**src/rtl/alu_nibble_seq_if.sv**
```systemverilog
// Nibble-wide bus between the sequencer (master) and the combinational alu_4bit slice (slave).
interface alu_nibble_seq_if;
   logic [3:0] alu_a;
   logic [3:0] alu_b;
   logic [1:0] alu_opcode;
   logic       alu_cin;
   logic [3:0] alu_result;
   logic       alu_cout;

   modport master (
      output alu_a, alu_b, alu_opcode, alu_cin,
      input  alu_result, alu_cout
   );

   modport slave (
      input  alu_a, alu_b, alu_opcode, alu_cin,
      output alu_result, alu_cout
   );
endinterface

```
**src/rtl/alu_nibble_seq.sv**
```systemverilog
// Issues one WIDTH-bit add/sub/AND/OR to a 4-bit ALU slice one nibble per cycle, LSB first.
// Define ALU_NIBBLE_SEQ_OVF_EN to add the registered signed-overflow output ovf.
module alu_nibble_seq #(
   parameter int WIDTH = 16   // multiple of 4, at least 4
) (
   input  logic             clk,
   input  logic             rst,
   input  logic             start,
   input  logic [WIDTH-1:0] op_a,
   input  logic [WIDTH-1:0] op_b,
   input  logic [1:0]       opcode,
   input  logic             cin,
   output logic             busy,
   output logic             done,
   output logic [WIDTH-1:0] result,
   output logic             cout,
`ifdef ALU_NIBBLE_SEQ_OVF_EN
   output logic             ovf,
`endif
   alu_nibble_seq_if.master alu
);

   localparam int NIBBLES = WIDTH / 4;
   localparam int IDX_W   = (NIBBLES > 1) ? $clog2(NIBBLES) : 1;
   localparam logic [IDX_W-1:0] LAST_IDX = IDX_W'(NIBBLES - 1);

   localparam logic [1:0] ST_IDLE = 2'd0;
   localparam logic [1:0] ST_RUN  = 2'd1;
   localparam logic [1:0] ST_DONE = 2'd2;

   localparam logic [1:0] OP_ADD = 2'b00;
   localparam logic [1:0] OP_SUB = 2'b01;

   logic [1:0]       state;
   logic [IDX_W-1:0] idx;
   logic [WIDTH-1:0] a_reg;
   logic [WIDTH-1:0] b_reg;
   logic [1:0]       op_reg;
   logic             carry;

   logic             is_arith;
   logic             is_sub;
   logic             last_nib;
   logic [3:0]       a_nib;
   logic [3:0]       b_eff_nib;

   assign is_arith  = ~op_reg[1];
   assign is_sub    = (op_reg == OP_SUB);
   assign last_nib  = (idx == LAST_IDX);
   assign a_nib     = a_reg[4*idx +: 4];
   assign b_eff_nib = is_sub ? ~b_reg[4*idx +: 4] : b_reg[4*idx +: 4];

   assign busy = (state == ST_RUN);
   assign done = (state == ST_DONE);

   // Subtract goes to the slice as A + ~B + 1, so the slice only ever sees add for arithmetic.
   always_comb begin
      // NOTE: every output gets a default first so no path can leave it unassigned and infer a latch.
      alu.alu_a      = 4'h0;
      alu.alu_b      = 4'h0;
      alu.alu_opcode = 2'b00;
      alu.alu_cin    = 1'b0;
      if (state == ST_RUN) begin
         alu.alu_a      = a_nib;
         alu.alu_b      = b_eff_nib;
         alu.alu_opcode = is_arith ? OP_ADD : op_reg;
         alu.alu_cin    = is_arith ? carry : 1'b0;
      end
   end

   // NOTE: state is updated with non-blocking assignments so every register samples pre-edge values.
   always_ff @(posedge clk) begin
      if (rst) begin
         state  <= ST_IDLE;
         idx    <= '0;
         a_reg  <= '0;
         b_reg  <= '0;
         op_reg <= 2'b00;
         carry  <= 1'b0;
         result <= '0;
         cout   <= 1'b0;
`ifdef ALU_NIBBLE_SEQ_OVF_EN
         ovf    <= 1'b0;
`endif
      end else begin
         case (state)
            ST_RUN: begin
               result[4*idx +: 4] <= alu.alu_result;
               carry              <= is_arith & alu.alu_cout;
               if (last_nib) begin
                  state <= ST_DONE;
                  idx   <= '0;
                  cout  <= is_arith & alu.alu_cout;
`ifdef ALU_NIBBLE_SEQ_OVF_EN
                  // Signed overflow: operands agree in sign but the result sign differs.
                  ovf   <= is_arith && (a_nib[3] == b_eff_nib[3]) &&
                           (alu.alu_result[3] != a_nib[3]);
`endif
               end else begin
                  idx <= idx + 1'b1;
               end
            end
            default: begin
               // IDLE and DONE both accept a new operation; DONE falls back to IDLE otherwise.
               if (start) begin
                  state  <= ST_RUN;
                  idx    <= '0;
                  a_reg  <= op_a;
                  b_reg  <= op_b;
                  op_reg <= opcode;
                  case (opcode)
                     OP_ADD:  carry <= cin;
                     OP_SUB:  carry <= 1'b1;
                     default: carry <= 1'b0;
                  endcase
               end else begin
                  state <= ST_IDLE;
               end
            end
         endcase
      end
   end

endmodule

```
**src/flat_wrapper.sv**
```systemverilog
// flat-port wrapper written by rule: the top's interface ports become plain ports
module alu_nibble_seq_flat 
#(
   parameter int WIDTH = 16                               
)
  (clk, rst, start, op_a, op_b, opcode, cin, busy, done, result, cout, alu_alu_a, alu_alu_b, alu_alu_opcode, alu_alu_cin, alu_alu_result, alu_alu_cout);
  alu_nibble_seq_if alu_i ();
  input  logic clk;
  input  logic rst;
  input  logic start;
  input  logic [WIDTH-1:0] op_a;
  input  logic [WIDTH-1:0] op_b;
  input  logic [1:0] opcode;
  input  logic cin;
  output logic busy;
  output logic done;
  output logic [WIDTH-1:0] result;
  output logic cout;
  output wire logic [$bits(alu_i.alu_a)-1:0] alu_alu_a;
  output wire logic [$bits(alu_i.alu_b)-1:0] alu_alu_b;
  output wire logic [$bits(alu_i.alu_opcode)-1:0] alu_alu_opcode;
  output wire logic [$bits(alu_i.alu_cin)-1:0] alu_alu_cin;
  input wire logic [$bits(alu_i.alu_result)-1:0] alu_alu_result;
  input wire logic [$bits(alu_i.alu_cout)-1:0] alu_alu_cout;
  assign alu_alu_a = alu_i.alu_a;
  assign alu_alu_b = alu_i.alu_b;
  assign alu_alu_opcode = alu_i.alu_opcode;
  assign alu_alu_cin = alu_i.alu_cin;
  assign alu_i.alu_result = alu_alu_result;
  assign alu_i.alu_cout = alu_alu_cout;
  alu_nibble_seq #(.WIDTH(WIDTH)) u_core (.clk(clk), .rst(rst), .start(start), .op_a(op_a), .op_b(op_b), .opcode(opcode), .cin(cin), .busy(busy), .done(done), .result(result), .cout(cout), .alu(alu_i));
endmodule
```
**config.mk**
```make
export PLATFORM = sky130hd
export DESIGN_NAME = alu_nibble_seq_flat
export DESIGN_NICKNAME = d
export VERILOG_FILES = /design/src/rtl/alu_nibble_seq_if.sv /design/src/rtl/alu_nibble_seq.sv /design/src/flat_wrapper.sv
export SDC_FILE = /design/constraint.sdc
export NUM_CORES = 1
export LEC_CHECK = 0
export BUFFER_PORTS_ARGS = -buffer_cell sky130_fd_sc_hd__buf_2
export CAP_MARGIN = 20
export CORE_AREA = 2 2 96 98
export DETAILED_ROUTE_END_ITERATION = 12
export DIE_AREA = 0 0 98 100
export GPL_TIMING_DRIVEN = 0
export SYNTH_ARGS = -nofsm -noshare
export SYNTH_HDL_FRONTEND = slang
export SYNTH_SLANG_ARGS = --single-unit
export TNS_END_PERCENT = 30
```
**constraint.sdc**
```tcl
create_clock -name clk -period 2.3 [get_ports clk]
set_input_delay 0.115 -clock clk [delete_from_list [all_inputs] [get_ports clk]]
set_output_delay 0.115 -clock clk [all_outputs]
set_load 0.005 [all_outputs]
```
==> run metrics <==
status complete, no violations; crit-path cells buf_2 -> buf_4 -> mux4_2 -> and2_1 -> buf_2; antenna violations before repair 0; clk sink count 56; share of layout cells above drive strength 1 0.263; crit path kind reg2out; Core Region 0.00889 mm^2; worst vdd ir 249 uV; count of final hold-check violations 0; total number of vias 2,384; FFs w/ async S/R, synth 0; Power Dens Cells 605 mW/mm^2; Remaining Overflow, GRT 0; Setup TNS 0 ns; Main synth FF type dfxtp_1; H-tree levels 2; largest net degree at the start of global routing 17; Seq/Total Area, Yosys 0.439; Synth Net Count 344; worst path buffer plus inverter count 3; Syn Inst Count 295; class of the most critical hold timing path in2reg; most frequent cells in the layout buf_2, dfxtp_1, a21oi_1; # rows 35; Mapped Area 0.00255 mm^2; CP arrival 2.01 ns; Max stage delay on crit path 0.53 ns; r2r setup slk 0.23 ns; vias in the first global route 2,410; Hold Path Cell Cnt 3; Lkg Pwr 1.24 nW; max cap viols 0; worst slack at placement 0.0234 ns; final wirelength 7.19 mm; deepest clock path buffer count 2; P&R area growth vs syn 23.4%; slowest stage cell, crit path mux4_2; period utilization 0.922; clk slew on worst S/H paths 0.10 ns; Antenna Nets Post-Route 0; register area 0.00112 mm^2; #FFs+latches synth 56; post-CTS setup buffers 0; Die Wd 98 um; gr usage total 0.147; Power Internal 0.00138 W; Combinational Power Share 0.160; worst-path maximum fanout 10; Achievable Freq 472 MHz; synth warn 0; number of buffers added on ports 70; nets@finish 421; Worst slew margin 0.667; commonest non-fill, non-tap cell in the layout buf_2; worst hold path startpoint op_b[6]; # diodes 0; NetSw 0.000524 W; worst r2r dst u_core.result[13]; area of the die 0.00980 mm^2; gpl congestion 0.777; RR Startpoint u_core.idx[0]; clock share of power 0.295; global-route wire length before repair 11.5 mm; cell mode on critical path buf_2; initial core utilization 0.287; Die H 100 um; worst skew pair latency 0.31 ns; fillers 969; clock root cell clkbuf_8; Post-synth EDFFs 0; Final Max Slew Viols 0; RSZ-0062 raised after global routing no; Worst-Margin Slew 0.500 ns; # DRC 0; area occupied by multi-input gates 0.00132 mm^2; TritonCTS clock tree yes; CP Launch Type flip-flop; Vias/cell 4.93; IO Count 73; crit path time final 2.12 ns; syn avg cell area 8.66 um^2; CP top delay family buffers and inverters; endpoints failing setup 0; Worst Hold Path EP u_core.b_reg[6]; DR WL/cell 14.9 um; crit end category output pin; Reg power frac 0.546; setup ws final 0.179 ns; cells on worst reg2reg path 7; Core Util, Final 0.355; switching share of power 0.275; clk_skew 0.00541 ns; TritonCTS Buffers 5; initial drt markers 74; dpl hpwl 5.38 mm; required time worst endpoint 2.18 ns; drt first pass iters 4; number of distinct library cells after synthesis 30
-- power groups by stage --
stage | registers [W] | clock network (W) | logic, W
after floorplan | 0.00105 | 0 | 0.000195
after global placement | 0.00106 | 0 | 0.000299
after detailed placement | 0.00106 | 0 | 0.000302
after CTS | 0.00104 | 0.000574 | 0.000302
after global routing | 0.00105 | 0.000598 | 0.000342
final | 0.00104 | 0.000562 | 0.000305
-- final cells by class --
type / instances / share of cell area
flip-flops and latches: 56 / 0.356
plain buffers: 28 / 0.0377
clock buffers: 6 / 0.0262
inverters: 4 / 0.00476
multi-input cells: 207 / 0.417
clock inverters: 2 / 0.00318
repair buffers: 70 / 0.111
well taps: 111 / 0.0441
-- timing repair --
item / in CTS / in global routing
setup endpoints to repair: 2 / 6
hold buffers: 0 / 0
resized for setup: 1 / 2
-- metrics by stage --
stage	power, W	instances	hold slack, ns	instance area, um^2
final	0.00191	484	0.0469	3150
after global routing	0.00199	484	0.0473	3150
after CTS	0.00192	484	0.0449	3140
after detailed placement	0.00136	476	0.379	3040
after global placement	0.00136	476	0.374	3040
after floorplan	0.00125	295	0.263	2550
-- worst max-delay path by stage --
stage / start / slack, ns / cells after the start / to
after floorplan: u_core.idx[0] / 0.47 / 7 / u_core.result[12]
after global placement: u_core.idx[1] / 0.04 / 6 / u_core.result[10]
after detailed placement: u_core.idx[1] / 0.02 / 6 / u_core.result[10]
after CTS: u_core.idx[0] / 0.13 / 7 / u_core.result[10]
after global routing: u_core.idx[0] / 0.04 / 7 / u_core.result[14]
final: u_core.idx[0] / 0.18 / 5 / alu_alu_a[3]
-- tightest hold or removal path, stage by stage --
cell and delay (ns):
buf_2 0.10, nand3_1 0.05, a21oi_1 0.05
-- cells by family (layout without fill, tap and decap cells) --
family | Yosys count | after routing | share of synthesized area
compound gates | 89 | 89 | 0.181
simple gates | 100 | 100 | 0.214
buf+inv | 32 | 110 | 0.0519
fa+ha+maj | 6 | 6 | 0.0294
xor+xnor | 4 | 4 | 0.0137
flops | 56 | 56 | 0.439
mux | 8 | 8 | 0.0705
-- cells in the mapped netlist, types with 2 or more instances --
cell type / count / area [um^2]
buf_4: 2 / 15.0
nand3_1: 37 / 185
nand2b_1: 2 / 12.5
mux4_2: 8 / 180
xnor2_1: 4 / 35.0
a31oi_1: 2 / 12.5
nor3b_1: 2 / 15.0
nand3b_1: 5 / 37.5
a32oi_1: 4 / 35.0
nor2_1: 11 / 41.3
nand2_1: 16 / 60.1
clkbuf_1: 21 / 78.8
inv_1: 3 / 11.3
ha_1: 6 / 75.1
a21oi_1: 49 / 245
nand4_1: 12 / 75.1
and2_1: 5 / 31.3
o21ai_0: 34 / 170
nor2b_1: 3 / 18.8
dfxtp_1: 56 / 1120
buf_2: 4 / 20.0
-- layer usage --
layer  vias up  part of all wire  track usage
met3         4             0.054       0.0383
li1       1215                 -            -
met2        62              0.50        0.258
met5         -                 0            0
met1      1103              0.44        0.178
met4         0            0.0082       0.0406
Power figures use the tool's default switching activity.
